File: config.mk
export PLATFORM = sky130hd
export DESIGN_NAME = alarm_controller
export DESIGN_NICKNAME = d
export VERILOG_FILES = /design/src/rtl/alarm_pkg.sv /design/src/rtl/sync_edge.sv /design/src/rtl/alarm_controller.sv
export SDC_FILE = /design/constraint.sdc
export NUM_CORES = 1
export LEC_CHECK = 0
export ABC_AREA = 0
export ABC_CLOCK_PERIOD_IN_PS = 2650
export BUFFER_PORTS_ARGS = -buffer_cell sky130_fd_sc_hd__buf_2
export CELL_PAD_IN_SITES_DETAIL_PLACEMENT = 0
export CELL_PAD_IN_SITES_GLOBAL_PLACEMENT = 2
export CORE_ASPECT_RATIO = 1.75
export CORE_UTILIZATION = 25
export CTS_CLUSTER_DIAMETER = 80
export DETAILED_ROUTE_END_ITERATION = 7
export PLACE_DENSITY = 0.68
export SETUP_SLACK_MARGIN = 0.4
export SLEW_MARGIN = 20
export SYNTH_ARGS = -nofsm -noshare
export SYNTH_HDL_FRONTEND = slang
export SYNTH_SLANG_ARGS = --single-unit
export TNS_END_PERCENT = 1
File: constraint.sdc
create_clock -name clock50 -period 2.65 [get_ports clock50]
set_input_delay 0.265 -clock clock50 [delete_from_list [all_inputs] [get_ports clock50]]
set_output_delay 0.265 -clock clock50 [all_outputs]
set_load 0.02 [all_outputs]
File: src/rtl/alarm_pkg.sv
// Shared state encodings, parameter defaults and a small helper for the alarm system.
package alarm_pkg;

    localparam int DEF_ZONES        = 4;
    localparam int DEF_SIREN_CYCLES = 18;

    localparam logic [2:0] ST_DISARMED = 3'd0;
    localparam logic [2:0] ST_EXIT     = 3'd1;
    localparam logic [2:0] ST_ARMED    = 3'd2;
    localparam logic [2:0] ST_ENTRY    = 3'd3;
    localparam logic [2:0] ST_ALARM    = 3'd4;
    localparam logic [2:0] ST_SILENCED = 3'd5;

    // States that run the ten-second timer.
    function automatic logic is_timed(input logic [2:0] s);
        return (s == ST_EXIT) || (s == ST_ENTRY) || (s == ST_ALARM);
    endfunction

endpackage

File: src/rtl/sync_edge.sv
// Two-flop synchroniser with an optional rising-edge strobe output.
module sync_edge #(
    parameter int WIDTH = 1,
    parameter bit EDGE  = 1'b0
) (
    input  logic             clk,
    input  logic             rst_n,
    input  logic [WIDTH-1:0] d,
    output logic [WIDTH-1:0] q
);

    logic [WIDTH-1:0] s1_q;
    logic [WIDTH-1:0] s2_q;

    // NOTE: non-blocking assignments keep the two stages as distinct flops.
    always_ff @(posedge clk or negedge rst_n) begin
        if (!rst_n) begin
            s1_q <= '0;
            s2_q <= '0;
        end else begin
            s1_q <= d;
            s2_q <= s1_q;
        end
    end

    generate
        if (EDGE) begin : g_edge
            logic [WIDTH-1:0] s3_q;

            always_ff @(posedge clk or negedge rst_n) begin
                if (!rst_n) begin
                    s3_q <= '0;
                end else begin
                    s3_q <= s2_q;
                end
            end

            assign q = s2_q & ~s3_q;
        end else begin : g_level
            assign q = s2_q;
        end
    endgenerate

endmodule

File: src/rtl/alarm_controller.sv
// Arming/alarm state machine: drives the ten-second timer, siren, armed LED and trip-zone latch.
module alarm_controller
    import alarm_pkg::*;
#(
    parameter int               ZONES        = DEF_ZONES,
    parameter logic [ZONES-1:0] INSTANT_MASK = 4'b1100,
    parameter int               SIREN_CYCLES = DEF_SIREN_CYCLES
) (
    input  logic             clock50,
    input  logic             Mr,
    input  logic             arm_btn,
    input  logic             disarm_btn,
    input  logic [ZONES-1:0] zone,
    input  logic             timer_tc,
    output logic             timer_en,
    output logic             timer_load,
    output logic             siren,
    output logic             armed_led,
    output logic             arm_fault,
    output logic [2:0]       state_code,
    output logic [ZONES-1:0] trip_zone
);

    localparam int CNT_W = $clog2(SIREN_CYCLES + 1);

    logic [1:0]       btn_p;
    logic             arm_p;
    logic             disarm_p;
    logic [ZONES-1:0] zone_s;

    sync_edge #(.WIDTH(2), .EDGE(1'b1)) u_btn_sync (
        .clk   (clock50),
        .rst_n (Mr),
        .d     ({disarm_btn, arm_btn}),
        .q     (btn_p)
    );

    sync_edge #(.WIDTH(ZONES), .EDGE(1'b0)) u_zone_sync (
        .clk   (clock50),
        .rst_n (Mr),
        .d     (zone),
        .q     (zone_s)
    );

    assign arm_p    = btn_p[0];
    assign disarm_p = btn_p[1];

    logic [2:0]       state_q, state_d;
    logic [CNT_W-1:0] cnt_q, cnt_d;
    logic [ZONES-1:0] trip_q, trip_d;
    logic             siren_q, siren_d;
    logic             led_q, led_d;
    logic             fault_q, fault_d;
    logic             en_q, en_d;
    logic             load_q, load_d;
    logic             tc_prev_q;

    logic             tc_v;
    logic             reload;
    logic [ZONES-1:0] inst_hits;
    logic [ZONES-1:0] dly_hits;
    logic [CNT_W-1:0] cnt_inc;

    function automatic logic [ZONES-1:0] lowest_one(input logic [ZONES-1:0] v);
        return v & (~v + ZONES'(1));
    endfunction

    // An expiry landing on a reload cycle refers to the old count and is dropped.
    assign tc_v      = timer_tc & ~tc_prev_q & ~load_q;
    assign inst_hits = zone_s & INSTANT_MASK;
    assign dly_hits  = zone_s & ~INSTANT_MASK;
    assign cnt_inc   = cnt_q + CNT_W'(1);

    // NOTE: every output of this block gets a default first so no latch is inferred.
    always_comb begin
        state_d = state_q;
        cnt_d   = cnt_q;
        trip_d  = trip_q;
        fault_d = 1'b0;
        reload  = 1'b0;

        if (disarm_p) begin
            state_d = ST_DISARMED;
            cnt_d   = '0;
            trip_d  = '0;
        end else begin
            case (state_q)
                ST_DISARMED: begin
                    if (arm_p) begin
                        if (|zone_s) fault_d = 1'b1;
                        else         state_d = ST_EXIT;
                    end
                end
                ST_EXIT: begin
                    if (tc_v) state_d = ST_ARMED;
                end
                ST_ARMED: begin
                    if (|inst_hits) begin
                        state_d = ST_ALARM;
                        trip_d  = lowest_one(inst_hits);
                    end else if (|dly_hits) begin
                        state_d = ST_ENTRY;
                        trip_d  = lowest_one(dly_hits);
                    end
                end
                ST_ENTRY: begin
                    if (tc_v || (|inst_hits)) state_d = ST_ALARM;
                end
                ST_ALARM: begin
                    if (tc_v) begin
                        reload = 1'b1;
                        if (cnt_inc == CNT_W'(SIREN_CYCLES)) begin
                            state_d = ST_SILENCED;
                            cnt_d   = '0;
                        end else begin
                            cnt_d = cnt_inc;
                        end
                    end
                end
                ST_SILENCED: ;
                default: state_d = ST_DISARMED;
            endcase
        end

        load_d  = (is_timed(state_d) && (state_d != state_q)) || reload;
        en_d    = is_timed(state_d) && !load_d;
        siren_d = (state_d == ST_ALARM);
        led_d   = (state_d != ST_DISARMED);
    end

    always_ff @(posedge clock50 or negedge Mr) begin
        if (!Mr) begin
            state_q   <= ST_DISARMED;
            cnt_q     <= '0;
            trip_q    <= '0;
            siren_q   <= 1'b0;
            led_q     <= 1'b0;
            fault_q   <= 1'b0;
            en_q      <= 1'b0;
            load_q    <= 1'b0;
            tc_prev_q <= 1'b0;
        end else begin
            state_q   <= state_d;
            cnt_q     <= cnt_d;
            trip_q    <= trip_d;
            siren_q   <= siren_d;
            led_q     <= led_d;
            fault_q   <= fault_d;
            en_q      <= en_d;
            load_q    <= load_d;
            tc_prev_q <= timer_tc;
        end
    end

    assign state_code = state_q;
    assign trip_zone  = trip_q;
    assign siren      = siren_q;
    assign armed_led  = led_q;
    assign arm_fault  = fault_q;
    assign timer_en   = en_q;
    assign timer_load = load_q;

endmodule

==> results.toml <==
[clocking]
cts_root_buf = "clkbuf_8"
cts_hold_buffers = 0
numCtsBuffers = 5
cts_buffer_depth = 2
cts_max_level = 2
numClockSinks = 32
insertion_delay_ns = 0.28
cts_tree = "yes"
post_cts_buffers = 0
cts.reportedPaths.clkPinSlew_ns = 0.07
post_cts_resized = 0

[timing]
rsz0062_at_grt = "no"
timing.fmax_mhz = 534
fin_setup_tns_ns = 0
fin_crit_sh = 0.706
fin_skew_ns = 0.00894
tightest_slew_ns = 0.697
fin_crit_ns = 1.87
finalSetupViolCount = 0
report.final.slew_viol_count = 0
hold_violations = 0
setup_ws_ns = 0.779
hold-worst-slack_ns = 0.0248
maxSlewHeadroom = 0.536

[global_routing]
track_usage = 0.118
grt_antenna_before_repair = 0
grt_max_degree = 33
grt_pass1_vias = 1146
grt_pass1_wl_um = 5180
grt_overflow = 0

[routing]
routed_wl_um = 2950
dr.pass1.iters = 4
drtAntennaViolNets = 0
drt_iter0_drc = 20
post_drt_via_cell_ratio = 4.62
drc_errors = 0
vias = 1049
routed_wire_length_per_instance_um = 13.0

[setup_path]
cpMaxStageDelayCell = "dfrtp_1"
cp_data_required_time_ns = 2.86
worst_setup_path_end_kind = "register"
path_cells = "nand4bb_1 -> or2_2 -> a211oi_1 -> nor2_1 -> o21ai_1"
cp_max_fo = 13
cp.arrival_ns = 2.08
max_stage_delay_ns = 0.64
rrSetupSlack_ns = 0.78
start_kind = "register"
path_class = "reg2reg"

[cells_and_area]
multi_input_area_um2 = 563
final_util = 0.311
fin_cells = 227
layout-drive-gt1-share = 0.222
regArea_um2 = 801
nets = 163
finalInstanceArea_um2 = 1660
syn2layout_area_growth_pct = 18.3
antennaDiodeCount = 0
nFillCells = 574

[yosys]
syn-cell-area_um2 = 1410
synth_cell_types = 42
synth_flop_cell = "dfrtp_1"
synth_top_area_frac = 0.569
ys_ff_latch = 32
yosys.area.top_type = "dfrtp_1"
yosysWarnings = 0
synth_seq_area_share = 0.569
yosys-top-cells-area = "dfrtp_1, nor2_1, a21oi_1"
synth-edff-count = 0
syn_avg_cell_area_um2 = 10.9
yosysMostFrequentCell = "dfrtp_1"
synth_cells = 129
async_reset_ff_frac = 1.00
synthesis.nets = 140
synth_common_cells = "dfrtp_1, nor2_1, a21oi_1"

[floorplan]
dieArea_um2 = 5940
ios = 21
core-area_um2 = 5340
initial_core_util = 0.263
die_y_um = 101
num_rows = 35
die_width_um = 58.7

[power]
intPower_mw = 0.735
vdd_drop_max_v = 0.000358
p_leak_nw = 0.758
netSwitchingFraction = 0.236
power_switching_mw = 0.227
pwr-share-clk = 0.397
seqPwrFrac = 0.539
combPwrFrac = 0.063
p_per_area_nw_per_um2 = 578
power_mw = 0.962

[status]
status = "finished, final reports clean"

[placement]
dp_slack_ns = 0.801
port_buffers = 20
placed_cells = 219
gp_congestion = 0.848
hpwl_um = 2240
placed_area_um2 = 1570

[run]
cap_violations = 0

[hold_path]
hold_path_class = "in2async"
## kinds of logic (layout without fill, tap and decap cells)
family                     after synthesis  in the layout  synth area share
AOI/OAI and AO/OA                       32             32             0.145
xor gates and xnor gates                 4              4            0.0249
adders and majority gates                2              2            0.0178
buffers and inverters                    7             31            0.0302
DFF                                     32             32             0.569
muxes                                    1              1           0.00712
and+or+nand+nor                         51             51             0.206
## state kept, by name, indices dropped and copies added (netlist names)
name                    count
trip_zone                   4
timer_load                  1
cnt_q                       5
timer_en                    1
u_zone_sync.s1_q            4
u_btn_sync.g_edge.s3_q      2
state_code                  3
arm_fault                   1
u_btn_sync.s1_q             2
siren                       1
armed_led                   1
tc_prev_q                   1
u_zone_sync.q               4
u_btn_sync.s2_q             2
## worst max-delay path, delay by kind of cell, from the launching register on
| kind | cells | cell delay (ns) |
|---|---|---|
| and+or+nand+nor | 3 | 0.73 |
| DFF | 1 | 0.64 |
| AOI/OAI and AO/OA | 2 | 0.42 |
## metal layers
metal  GRT usage  vias up  wire length [µm]
li1            -      506                 -
met1       0.115      503              1110
met2       0.211       27              1630
met3      0.0396       13                99
met4      0.0659        0               105
met5           0        -                 0
## final timing paths
kind,startpoint,endpoint,depth (start not counted)
min,Mr,cnt_q[1]$_DFFE_PN0P_,1
min in group clock50,zone[1],u_zone_sync.s1_q[1]$_DFF_PN0_,1
max reg2reg,state_code[0]$_DFF_PN0_,armed_led$_DFF_PN0_,5
min reg2reg,u_zone_sync.s1_q[1]$_DFF_PN0_,u_zone_sync.q[1]$_DFF_PN0_,0
max,state_code[0]$_DFF_PN0_,armed_led$_DFF_PN0_,5
max in group asynchronous,Mr,siren$_DFF_PN0_,1
## cells in the final DEF (no fill, tap or decap), types with 3 or more instances in the layout
cell	instances
a21oi_1	8
dfrtp_1	32
nor2b_1	3
buf_2	20
o21ai_0	6
nand2b_1	4
nand2_1	7
nor3_1	6
clkbuf_8	6
nor2_1	14
## final cells by class
cell class	count	area share
Sequential cell	32	0.481
Multi-Input combinational cell	90	0.338
Timing Repair Buffer	21	0.0647
Tap cell	74	0.0556
Clock buffer	6	0.0496
Clock inverter	2	0.00602
Inverter	2	0.00451
## power groups by stage
stage / combinational, mW / clock (mW) / sequential (mW)
floorplan: 0.0304 / 0 / 0.530
global placement: 0.0623 / 0 / 0.527
detailed placement: 0.0628 / 0 / 0.528
CTS: 0.0629 / 0.396 / 0.519
global route: 0.0680 / 0.417 / 0.521
finish: 0.0610 / 0.382 / 0.519
(Power assumes the default switching activity.)
